==> src/rtl/seg_scan_ctrl.sv <==
// seg_scan_ctrl: scans four BCD digits onto a shared 4-anode, active-low
// 7-segment display. Each slot starts with a blanking interval to stop ghosting.
// New values are double-buffered and only reach the display at frame boundaries.
// Optional feature macro: LEAD_ZERO_BLANK_EN (blanks leading zeros on digits 3..1).
module seg_scan_ctrl #(
    parameter int SLOT_CYC  = 100000,
    parameter int BLANK_CYC = 1000
) (
    input  logic        clk,
    input  logic        rst,
    input  logic [15:0] din,
    input  logic        load,
    output logic [3:0]  an,
    output logic [7:0]  seg,
    output logic [1:0]  digit_idx,
    output logic        frame_done
);

    localparam int CW = (SLOT_CYC > 1) ? $clog2(SLOT_CYC) : 1;
    localparam logic [CW-1:0] CNT_LAST = CW'(SLOT_CYC - 1);
    localparam logic [CW-1:0] CNT_SHOW = CW'(BLANK_CYC);

    localparam logic [0:0] ST_BLANK = 1'b0;
    localparam logic [0:0] ST_SHOW  = 1'b1;

    logic [CW-1:0] r_cnt;
    logic [1:0]    r_idx;
    logic [0:0]    r_state;
    logic [15:0]   r_disp;
    logic [15:0]   r_pend;
    logic          r_pendValid;
    logic [3:0]    r_an;
    logic [7:0]    r_seg;

    logic [CW-1:0] w_cntNext;
    logic [1:0]    w_idxNext;
    logic [0:0]    w_stateNext;
    logic [15:0]   w_dispNext;
    logic [15:0]   w_pendNext;
    logic          w_pendValidNext;
    logic          w_slotEnd;
    logic          w_frameEnd;
    logic [3:0]    w_digit;
    logic [3:0]    w_lzMask;
    logic [3:0]    w_anNext;
    logic [7:0]    w_segNext;

    // BCD to active-low segments, bit7..bit0 = a,b,c,d,e,f,g,DP; non-BCD codes light everything
    function automatic logic [7:0] bcdSeg(input logic [3:0] d);
        case (d)
            4'd0:    bcdSeg = 8'h03;
            4'd1:    bcdSeg = 8'h9F;
            4'd2:    bcdSeg = 8'h25;
            4'd3:    bcdSeg = 8'h0D;
            4'd4:    bcdSeg = 8'h99;
            4'd5:    bcdSeg = 8'h49;
            4'd6:    bcdSeg = 8'h41;
            4'd7:    bcdSeg = 8'h1F;
            4'd8:    bcdSeg = 8'h01;
            4'd9:    bcdSeg = 8'h09;
            default: bcdSeg = 8'h00;
        endcase
    endfunction

    assign w_slotEnd   = (r_cnt == CNT_LAST);
    assign w_frameEnd  = w_slotEnd && (r_idx == 2'd3);
    assign w_cntNext   = w_slotEnd ? '0 : r_cnt + CW'(1);
    assign w_idxNext   = w_slotEnd ? r_idx + 2'd1 : r_idx;
    assign w_stateNext = (w_cntNext < CNT_SHOW) ? ST_BLANK : ST_SHOW;

    // Double-buffer handshake: last load in a frame wins, swap only on the frame's last cycle
    always_comb begin
        w_dispNext      = r_disp;
        w_pendNext      = r_pend;
        w_pendValidNext = r_pendValid;
        if (w_frameEnd) begin
            if (load)
                w_dispNext = din;
            else if (r_pendValid)
                w_dispNext = r_pend;
            w_pendValidNext = 1'b0;
        end else if (load) begin
            w_pendNext      = din;
            w_pendValidNext = 1'b1;
        end
    end

`ifdef LEAD_ZERO_BLANK_EN
    // A digit is a leading zero when it and every higher digit are zero; digit 0 always shows
    always_comb begin
        w_lzMask    = 4'b0000;
        w_lzMask[3] = (w_dispNext[15:12] == 4'd0);
        w_lzMask[2] = w_lzMask[3] && (w_dispNext[11:8] == 4'd0);
        w_lzMask[1] = w_lzMask[2] && (w_dispNext[7:4] == 4'd0);
    end
`else
    assign w_lzMask = 4'b0000;
`endif

    // Pick the digit of the slot being entered so outputs line up with the counter
    always_comb begin
        case (w_idxNext)
            2'd0:    w_digit = w_dispNext[3:0];
            2'd1:    w_digit = w_dispNext[7:4];
            2'd2:    w_digit = w_dispNext[11:8];
            default: w_digit = w_dispNext[15:12];
        endcase
    end

    // Output decode from next state so the registered pins carry no extra cycle of lag
    always_comb begin
        w_anNext  = 4'b1111;
        w_segNext = 8'hFF;
        if (w_stateNext == ST_SHOW) begin
            w_anNext  = ~(4'b0001 << w_idxNext);
            w_segNext = w_lzMask[w_idxNext] ? 8'hFF : bcdSeg(w_digit);
        end
    end

    // State, buffers and output registers; reset blanks the display immediately
    always_ff @(posedge clk or posedge rst) begin
        if (rst) begin
            r_cnt       <= '0;
            r_idx       <= 2'd0;
            r_state     <= ST_BLANK;
            r_disp      <= 16'h0000;
            r_pend      <= 16'h0000;
            r_pendValid <= 1'b0;
            r_an        <= 4'b1111;
            r_seg       <= 8'hFF;
        end else begin
            r_cnt       <= w_cntNext;
            r_idx       <= w_idxNext;
            r_state     <= w_stateNext;
            r_disp      <= w_dispNext;
            r_pend      <= w_pendNext;
            r_pendValid <= w_pendValidNext;
            r_an        <= w_anNext;
            r_seg       <= w_segNext;
        end
    end

    assign an         = r_an;
    assign seg        = r_seg;
    assign digit_idx  = r_idx;
    assign frame_done = w_frameEnd;

endmodule

==> config.mk <==
export PLATFORM = sky130hd
export DESIGN_NAME = seg_scan_ctrl
export DESIGN_NICKNAME = d
export VERILOG_FILES = /design/src/rtl/seg_scan_ctrl.sv
export SDC_FILE = /design/constraint.sdc
export NUM_CORES = 1
export LEC_CHECK = 0
export CELL_PAD_IN_SITES_DETAIL_PLACEMENT = 1
export CELL_PAD_IN_SITES_GLOBAL_PLACEMENT = 2
export CORE_UTILIZATION = 25
export CTS_BUF_LIST = sky130_fd_sc_hd__clkbuf_4 sky130_fd_sc_hd__clkbuf_8 sky130_fd_sc_hd__clkbuf_16
export CTS_CLUSTER_SIZE = 25
export DETAILED_ROUTE_END_ITERATION = 12
export GPL_ROUTABILITY_DRIVEN = 0
export GPL_TIMING_DRIVEN = 0
export PLACE_DENSITY_LB_ADDON = 0.1
export SYNTH_ARGS = -nofsm -noshare
export SYNTH_HDL_FRONTEND = slang
export SYNTH_SLANG_ARGS = --single-unit
export TNS_END_PERCENT = 10
==> constraint.sdc <==
create_clock -name clk -period 5.95 [get_ports clk]
set_input_delay 1.19 -clock clk [delete_from_list [all_inputs] [get_ports clk]]
set_output_delay 1.19 -clock clk [all_outputs]
set_load 0.05 [all_outputs]
==> results of run 1 <==
==> layout make-up <==
| cell class | instances | share of cell area, % |
|---|---|---|
| buffer | 14 | 2.56 |
| clock buffer | 12 | 6.05 |
| clock inverter | 4 | 0.476 |
| inverter | 14 | 1.31 |
| multi-input combinational | 221 | 37.5 |
| sequential | 64 | 38.5 |
| tap | 172 | 5.12 |
| timing repair buffer | 34 | 8.52 |
==> power groups by stage <==
| stage | combinational [mW] | sequential [mW] | clock [mW] |
|---|---|---|---|
| floorplan | 0.0328 | 0.461 | 0 |
| global placement | 0.0576 | 0.462 | 0 |
| detailed placement | 0.0606 | 0.463 | 0 |
| CTS | 0.0608 | 0.455 | 0.512 |
| global route | 0.0654 | 0.457 | 0.530 |
| finish | 0.0585 | 0.456 | 0.492 |
==> per-layer routing <==
metal | GRT usage (%) | up-vias | part of all wire (%) | wire length (µm)
li1 | - | 1240 | - | -
met1 | 19.5 | 1303 | 49 | 4620
met2 | 23.1 | 32 | 47 | 4460
met3 | 4.55 | 8 | 3.4 | 318
met4 | 3.61 | 0 | 0.96 | 91
met5 | 0 | - | 0 | 0
==> cell families after synthesis <==
kind of cell               after synthesis
adders and majority gates                6
muxes                                   18
DFF                                     64
and+or+nand+nor                        118
AOI/OAI and AO/OA                       64
xor gates and xnor gates                15
buffers and inverters                   28
==> stage by stage <==
| stage | cells | cell area [µm²] | utilization [%] |
|---|---|---|---|
| finish | 535 | 4200 | 32.8 |
| global route | 535 | 4200 | 32.8 |
| CTS | 535 | 4200 | 32.8 |
| detailed placement | 519 | 3930 | 30.6 |
| global placement | 518 | 3900 | 30.4 |
| floorplan | 313 | 3350 | - |
==> cells in the final DEF (no fill, tap or decap), types with 3 or more instances in the layout <==
| cell | count |
|---|---|
| sky130_fd_sc_hd__ha_1 | 6 |
| sky130_fd_sc_hd__nand2_1 | 22 |
| sky130_fd_sc_hd__nand3_1 | 11 |
| sky130_fd_sc_hd__o221a_2 | 3 |
| sky130_fd_sc_hd__or2_2 | 3 |
| sky130_fd_sc_hd__clkdlybuf4s50_1 | 33 |
| sky130_fd_sc_hd__xor2_1 | 7 |
| sky130_fd_sc_hd__nand2b_1 | 4 |
| sky130_fd_sc_hd__clkbuf_1 | 4 |
| sky130_fd_sc_hd__mux2_2 | 17 |
| sky130_fd_sc_hd__and3_1 | 5 |
| sky130_fd_sc_hd__nor2_1 | 32 |
| sky130_fd_sc_hd__dfstp_2 | 12 |
| sky130_fd_sc_hd__xnor2_1 | 8 |
| sky130_fd_sc_hd__a221o_1 | 8 |
| sky130_fd_sc_hd__o221ai_1 | 3 |
| sky130_fd_sc_hd__inv_1 | 13 |
| sky130_fd_sc_hd__a21boi_0 | 4 |
| sky130_fd_sc_hd__a31oi_1 | 6 |
| sky130_fd_sc_hd__clkinv_2 | 4 |
| sky130_fd_sc_hd__a21o_1 | 3 |
| sky130_fd_sc_hd__clkbuf_16 | 9 |
| sky130_fd_sc_hd__nand4_1 | 9 |
| sky130_fd_sc_hd__buf_6 | 6 |
| sky130_fd_sc_hd__clkbuf_4 | 3 |
| sky130_fd_sc_hd__and2_1 | 3 |
| sky130_fd_sc_hd__nor3_1 | 8 |
| sky130_fd_sc_hd__o22ai_1 | 8 |
| sky130_fd_sc_hd__a21oi_1 | 8 |
| sky130_fd_sc_hd__dfrtp_1 | 52 |
==> synth_stat cells, drive strengths merged (2+ instances only) <==
master / instances
clkbuf: 5
inv: 14
a22o: 2
dfstp: 12
buf: 9
a41oi: 2
dfrtp: 52
o21ai: 2
nand4: 10
o211ai: 2
ha: 6
or2: 5
and2: 3
nor3: 9
o31ai: 2
nand2b: 4
o22ai: 8
and4: 4
mux2: 18
a221o: 9
nor2: 35
and3: 5
a21boi: 6
nor2b: 2
xor2: 7
nand2: 23
a21o: 3
nand3: 12
o221ai: 3
xnor2: 8
o41ai: 2
and4bb: 2
a21oi: 8
a31oi: 6
o221a: 4
==> registers in the layout, summed over array words and instances (netlist names) <==
| signal | count |
|---|---|
| an | 4 |
| digit_idx | 2 |
| r_cnt | 17 |
| r_disp | 16 |
| r_pend | 16 |
| r_pendValid | 1 |
| seg | 8 |
==> path summary, 6_finish.rpt <==
kind,start,endpoint,depth (start not counted)
hold / removal,r_cnt[0],r_cnt[0],1
setup / recovery,r_cnt[0],frame_done,7
setup reg to reg,r_cnt[0],seg[3],13
max in group asynchronous,rst,seg[7],3
min in group asynchronous,rst,r_cnt[12],3
hold reg to reg,r_cnt[0],r_cnt[0],1
==> summary by stage, run 1 <==
Status
The run finished with clean final reports.

Synthesis
The number of nets handed over by synthesis was 338. Sorting the synthesized cells by area gives the leading types as sky130_fd_sc_hd__dfrtp_1 (39%), sky130_fd_sc_hd__dfstp_2 (9.4%), sky130_fd_sc_hd__mux2_2 (5.7%). For this run, the number of Yosys warnings is 0.

Of the total synthesized cell area, the portion taken by AND, OR, NAND and NOR gates is a little under a fifth. Of the total synthesized cell area, the portion taken by full adders, half adders and majority gates is under 10%. The number of register bits inferred by synthesis is 64.

The synthesized design spends more area on one cell type than any other, namely sky130_fd_sc_hd__dfrtp_1. Summing the areas of all compound-gate instances in the mapped netlist gives between 15 and 20% of the synthesized area. Among all flip-flop cells after synthesis, the most frequent one is sky130_fd_sc_hd__dfrtp_1.

The number of flops mapped to enable cells by yosys is 0. The fraction of registers with async set/reset is 100%. The sequential share of the synthesized area is roughly half. Of the total synthesized cell area, the portion taken by XOR and XNOR cells is 3.92%.

The dominant combinational cell family by area after synthesis is simple AND/OR/NAND/NOR gates. The top cell type by area accounts for 38.8% of the synthesized area. Counting distinct cell types in the post-synthesis netlist gives 63.

After synthesis the cells add up to between 3000 and 4000 µm². Synthesis handed over a netlist of between 300 and 400 instances. The proportion of synthesized area in mux cells is under 10%. Dividing the synthesized area by the synthesized cell count gives 10.7 µm².

Setup path
In this design, the critical path's most frequently occurring cell is sky130_fd_sc_hd__buf_6. Walking the worst path, the cells encountered are ha_1 > and4_4 > buf_6 > nand4_2 > nor2_4 > buf_6 > clkdlybuf4s50_1. The worst setup path is launched from a flop. The type of element capturing the critical path is a primary output. Among all stages on the critical path, the largest delay is contributed by sky130_fd_sc_hd__clkdlybuf4s50_1. The required time at the worst-slack endpoint is 4.76 ns. The kind of cell with the highest combined delay along the critical path is buffers and inverters. By startpoint and endpoint, the worst setup path is classified as reg2out. The setup slack on the worst flop-to-flop path is 2.53 ns. The critical path contains buffers and inverters numbering 3 combined. The worst-path maximum fanout is 10. The longest individual stage delay on the worst path is 0.82 ns. The worst endpoint data arrival time is 2.85 ns.

Global routing
The remaining global-route overflow is 0. The initial antenna violation count is 0. The first global-routing pass estimated 15.5 mm of wire.

The via count of the first global-routing pass is 2720. Across every metal layer, demand over resource in global routing totals 14.7%. Entering global routing, the biggest net connects 65 pins.

Detailed routing
The average vias per placed instance is 4.83. After detailed routing, the number of remaining DRC violations is 0. Once detail routing completed, the nets flagged for antenna violations numbered 0. The average wire per cell in the routed design is 17.7 µm. The first detailed-routing pass took 4 iterations. The via count is around 2600. The final layout contains routed wiring with a total length of 9.49 mm. The number of DRC markers in iteration 0 is 68.

Layout
Registers take 1620 µm². The area growth from synthesis to layout is 25.3%. The final layout net count is between 300 and 400. The multi-input combinational cells in the finished layout cover a total of 1580 µm². The antenna diode count is 0. The filler cells instantiated in the layout total roughly 1500. The post-route netlist has 22.3% of its cells at a drive strength greater than 1.

Clock tree
The number of hold buffers added after cts is 0. CTS built an H-tree with a depth of 3. Counting along the longest clock path gives a buffer depth of 2. The quantity of gates resized following cts is 0. TritonCTS built the clock tree. The number of post-CTS setup repair buffers is 0. After clock tree synthesis, the clock-pin slew on the worst setup and hold paths is 0.05 ns.

The number of buffers inserted during clock tree synthesis is 9. The clock sink total is 64. The tree is rooted in a sky130_fd_sc_hd__clkbuf_16.

The source-to-sink clock delay at the later pin of the worst-skew pair is about 0.34 ns.

STA
The worst max-slew margin expressed relative to the limit is 52.8%. After routing, the total negative slack on setup checks comes to 0 ns. The share of the clock period used by the worst path is 67.9%. The hold violation total from the final report was 0. The count of final max-slew check failures is 0. For this run, the top clock speed supported by timing is 248 MHz. The slack of the critical path is 1.91 ns. The actual transition at the worst max-transition pin is 0.698 ns. Hold timing on the final database bottoms out at a slack of about 0.50 ns. Setup violations remaining at the end of the flow were counted as 0.

Subtracting the final worst setup slack from the clock period gives 4.04 ns. Clock skew on the completed layout was measured at 0.00587 ns. Setup repair after global routing left no endpoint under its margin.

Floorplan
The floorplan die height is 118 µm. The total number of placement rows is 41. The core region is 12800 µm². The initial standard-cell utilization of the core is 26.1%. In this run the horizontal extent of the chip is 118 µm.

The die covers 13900 µm². The top-level I/O count is 34.

Power and ir drop
The portion of total power attributed to sequential cells is 45.3%. Summed over all nets, the switching power comes to between 0.2 and 0.25 mW. The overall power of the completed layout is between 1 and 1.5 mW. The internal power is 0.778 mW.

The clock network burns 48.9% of the power. The static leakage is 1.77 nW. The share of total power consumed by net switching is 22.7%. Of the total power, combinational logic draws 5.8%. The maximum ir drop on the vdd rail is 160 µV.

The power per standard cell area is 239 nW/µm².

Placement
The post-DP HPWL is 6.77 mm. Port buffering added 33 buffers. The placement-stage worst setup slack is around 1.8 ns.

Run
Across the run, the number of max-cap violations was 0.

Worst hold path
The worst min-delay path category is reg2reg.
No activity file was read; power rests on OpenSTA's default activity.
==> run 2: changes to the inputs <==
clock period = 4.1 ns   (was 5.95 ns; I/O delays follow)
==> results of run 2 <==
Same layout as run 1 (identical final DEF). Status: complete, no violations.
Main changes from that run: setup slack after placement 1.84 ns -> 0.357 ns; setup slack after layout 1.91 ns -> 0.431 ns; register-to-register setup slack 2.53 ns -> 0.68 ns; total power 1.01 mW -> 1.46 mW; worst IR drop on VDD 160 µV -> 232 µV
==> run 3: changes to the inputs <==
CAP_MARGIN = 20   (was unset)
CORE_UTILIZATION = 35   (was 25)
==> summary by stage, run 3 (synthesis gave the netlist of run 1 again) <==
Setup path
STA puts the critical path data arrival time at around 2.8 ns. The number of cells on the worst reg-to-reg path is 13. The kind of critical path is reg2out. The worst setup path is captured at a primary output. Of all nets on the critical path, the largest fanout is 10.

The critical register-to-register path startpoint is r_cnt[0]. The capture point of the worst reg-to-reg path is seg[3]. STA classifies the critical path startpoint as a flop. At the worst endpoint, the required time is 3.28 ns. The setup slack on the worst flop-to-flop path is 0.60 ns.

Detailed routing
For this block, the routed nets add up to 8.67 mm of wire. The number of iterations in the first detailed-routing pass is 4. The average wire per cell in the routed design is 17.7 µm. The via count is 2577. For this block, the initial DRC count from the detailed router was between 80 and 90. The remaining design rule violation count is 0. The average vias per placed instance is roughly 5.2.

Once detail routing completed, the nets flagged for antenna violations numbered 0.

Worst hold path
The path class of the tightest hold or removal check is reg2reg. The worst hold path terminates at r_cnt[0]. The source of the worst hold timing path is r_cnt[0].

The number of stages on the worst hold path is 1.

Layout
The antenna diode count is 0. After routing the design area is 4050 µm². Of the cells placed in the final design, the portion with a size suffix greater than 1 is 22.1%. The largest registers in the layout are r_cnt (17), r_disp (16), r_pend (16).

The flip-flop count of the largest register after layout is 17. The register with the highest flop count is r_cnt. The commonest non-fill, non-tap cell in the layout is sky130_fd_sc_hd__dfrtp_1. Relative to the synthesized area, the layout overhead comes to 20.9%.

The final layout net count is 382. In the layout the commonest cells are sky130_fd_sc_hd__dfrtp_1 (52), sky130_fd_sc_hd__clkdlybuf4s50_1 (33), sky130_fd_sc_hd__nor2_1 (32).

STA
The count of final max-slew check failures is 0. The worst setup skew after layout is 0.0117 ns. The share of the clock period used by the worst path is about nine tenths.

The final-layout setup total negative slack is 0 ns. The final critical-path required period is about 3.6 ns. The worst max-slew margin expressed relative to the limit is 45.7%. The actual transition at the worst max-transition pin is 0.814 ns.

Setup violations remaining at the end of the flow were counted as 0. The worst path meets setup with between 0.4 and 0.5 ns of slack. Setup repair after global routing left no endpoint under its margin.

The hold violation total from the final report was 0. Derived from the worst setup path, the maximum achievable clock frequency is 277 MHz.

Floorplan
The chip width is between 90 and 100 µm. The floorplan die height is approximately 100 µm. The full die area is ~10000 µm².

The initial utilization of the core area, before any placement, comes to 36.3%. The floorplan has 35 rows. The area inside the core boundary is 9240 µm². The top-level I/O count is 34.

Clock tree
Buffers inserted to repair hold after CTS numbered 0. The clock sink total is 64. Clock-pin slew was measured on the worst setup and hold paths at 0.07 ns. Clock latency on the worst-skew pair, taken at its later pin, is around 0.35 ns. The deepest clock path buffer count is 2. The root buffer selected by CTS is sky130_fd_sc_hd__clkbuf_8. The number of post-CTS setup repair buffers is 0. TritonCTS built the clock tree.

In this run, post-CTS repair resized a total of 0 instances. The number of levels in the clock H-tree is 3. The number of buffers inserted during clock tree synthesis is 9.

Run
The count of max-cap constraint violations is 0.

Global routing
The first-pass GRT wire length is approximately 15 mm. The largest net degree at the start of global routing is 65. Global routing used 19.3% of the available tracks across all layers. The via count of the first global-routing pass came to 2652.

The initial antenna violation count is 0. Global routing finished with a remaining overflow of 0.

Placement
Once placement finished, the instance area stood at 3850 µm². Prior to clock tree synthesis, the placed netlist has a worst setup slack of 0.337 ns. Port buffering added 33 buffers. The post-DP HPWL is 6.18 mm.

Power and ir drop
The maximum ir drop on the vdd rail is approximately 190 µV. The static leakage is 1.72 nW. Dividing total power by cell area gives a power density of 322 nW/µm².

Status
The run finished with clean final reports.
-- run 3: cell count changes in the layout (fill, tap and decap cells not counted) --
cell,before,now
sky130_fd_sc_hd__clkbuf_16,9,0
sky130_fd_sc_hd__clkinv_2,4,2
sky130_fd_sc_hd__bufinv_16,0,1
sky130_fd_sc_hd__clkbuf_8,1,11
sky130_fd_sc_hd__buf_16,1,0
sky130_fd_sc_hd__clkbuf_4,3,1
sky130_fd_sc_hd__clkinvlp_4,0,2
-- run 3: area by class of cell --
| cell class | instances | area [µm²] |
|---|---|---|
| sequential | 64 | 1620 |
| multi-input combinational | 221 | 1580 |
| clock inverter | 5 | 55.1 |
| fill | 1047 | 5190 |
| buffer | 14 | 108 |
| tap | 129 | 161 |
| inverter | 14 | 55.1 |
| clock buffer | 11 | 151 |
| timing repair buffer | 33 | 330 |
-- run 3: worst max path at each step --
stage	slack (ns)	to	startpoint
floorplan	1.07	seg[3]	digit_idx[0]
global placement	0.38	seg[3]	load
detailed placement	0.34	seg[3]	load
CTS	0.46	frame_done	r_cnt[0]
global route	0.35	frame_done	r_cnt[0]
finish	0.49	frame_done	r_cnt[0]
-- run 3: per-stage QoR --
| step | util (%) | power (mW) | cells | hold WS [ns] |
|---|---|---|---|---|
| finish | 43.9 | 1.31 | 491 | 0.489 |
| CTS | 43.9 | 1.33 | 491 | 0.489 |
| detailed placement | 41.6 | 0.754 | 475 | 0.482 |
| global placement | 41.6 | 0.753 | 475 | 0.472 |
| global route | 43.9 | 1.37 | 491 | 0.514 |
| floorplan | - | 0.717 | 313 | 0.448 |
-- run 3: power breakdown --
group          total, mW  internal [mW]  leakage (nW)  switching [mW]
Clock              0.565          0.312         0.101           0.253
Sequential         0.660          0.651         0.784         0.00956
Combinational     0.0810         0.0401         0.831          0.0409
Total               1.31           1.00          1.72           0.304
-- run 3: critical path: stages (launching register included) --
cell	delay, ns
sky130_fd_sc_hd__dfrtp_1	0.39
sky130_fd_sc_hd__ha_1	0.25
sky130_fd_sc_hd__and4_4	0.23
sky130_fd_sc_hd__buf_6	0.12
sky130_fd_sc_hd__nand4_2	0.24
sky130_fd_sc_hd__nor2_4	0.22
sky130_fd_sc_hd__buf_6	0.18
sky130_fd_sc_hd__clkdlybuf4s50_1	0.81
-- run 3: per-layer routing --
metal	up-vias	routed length [µm]	global-route usage, %
met1	1298	4150	26.2
li1	1231	-	-
met4	0	38	6.33
met5	-	0	0
met2	46	4150	30.6
met3	2	326	4.53
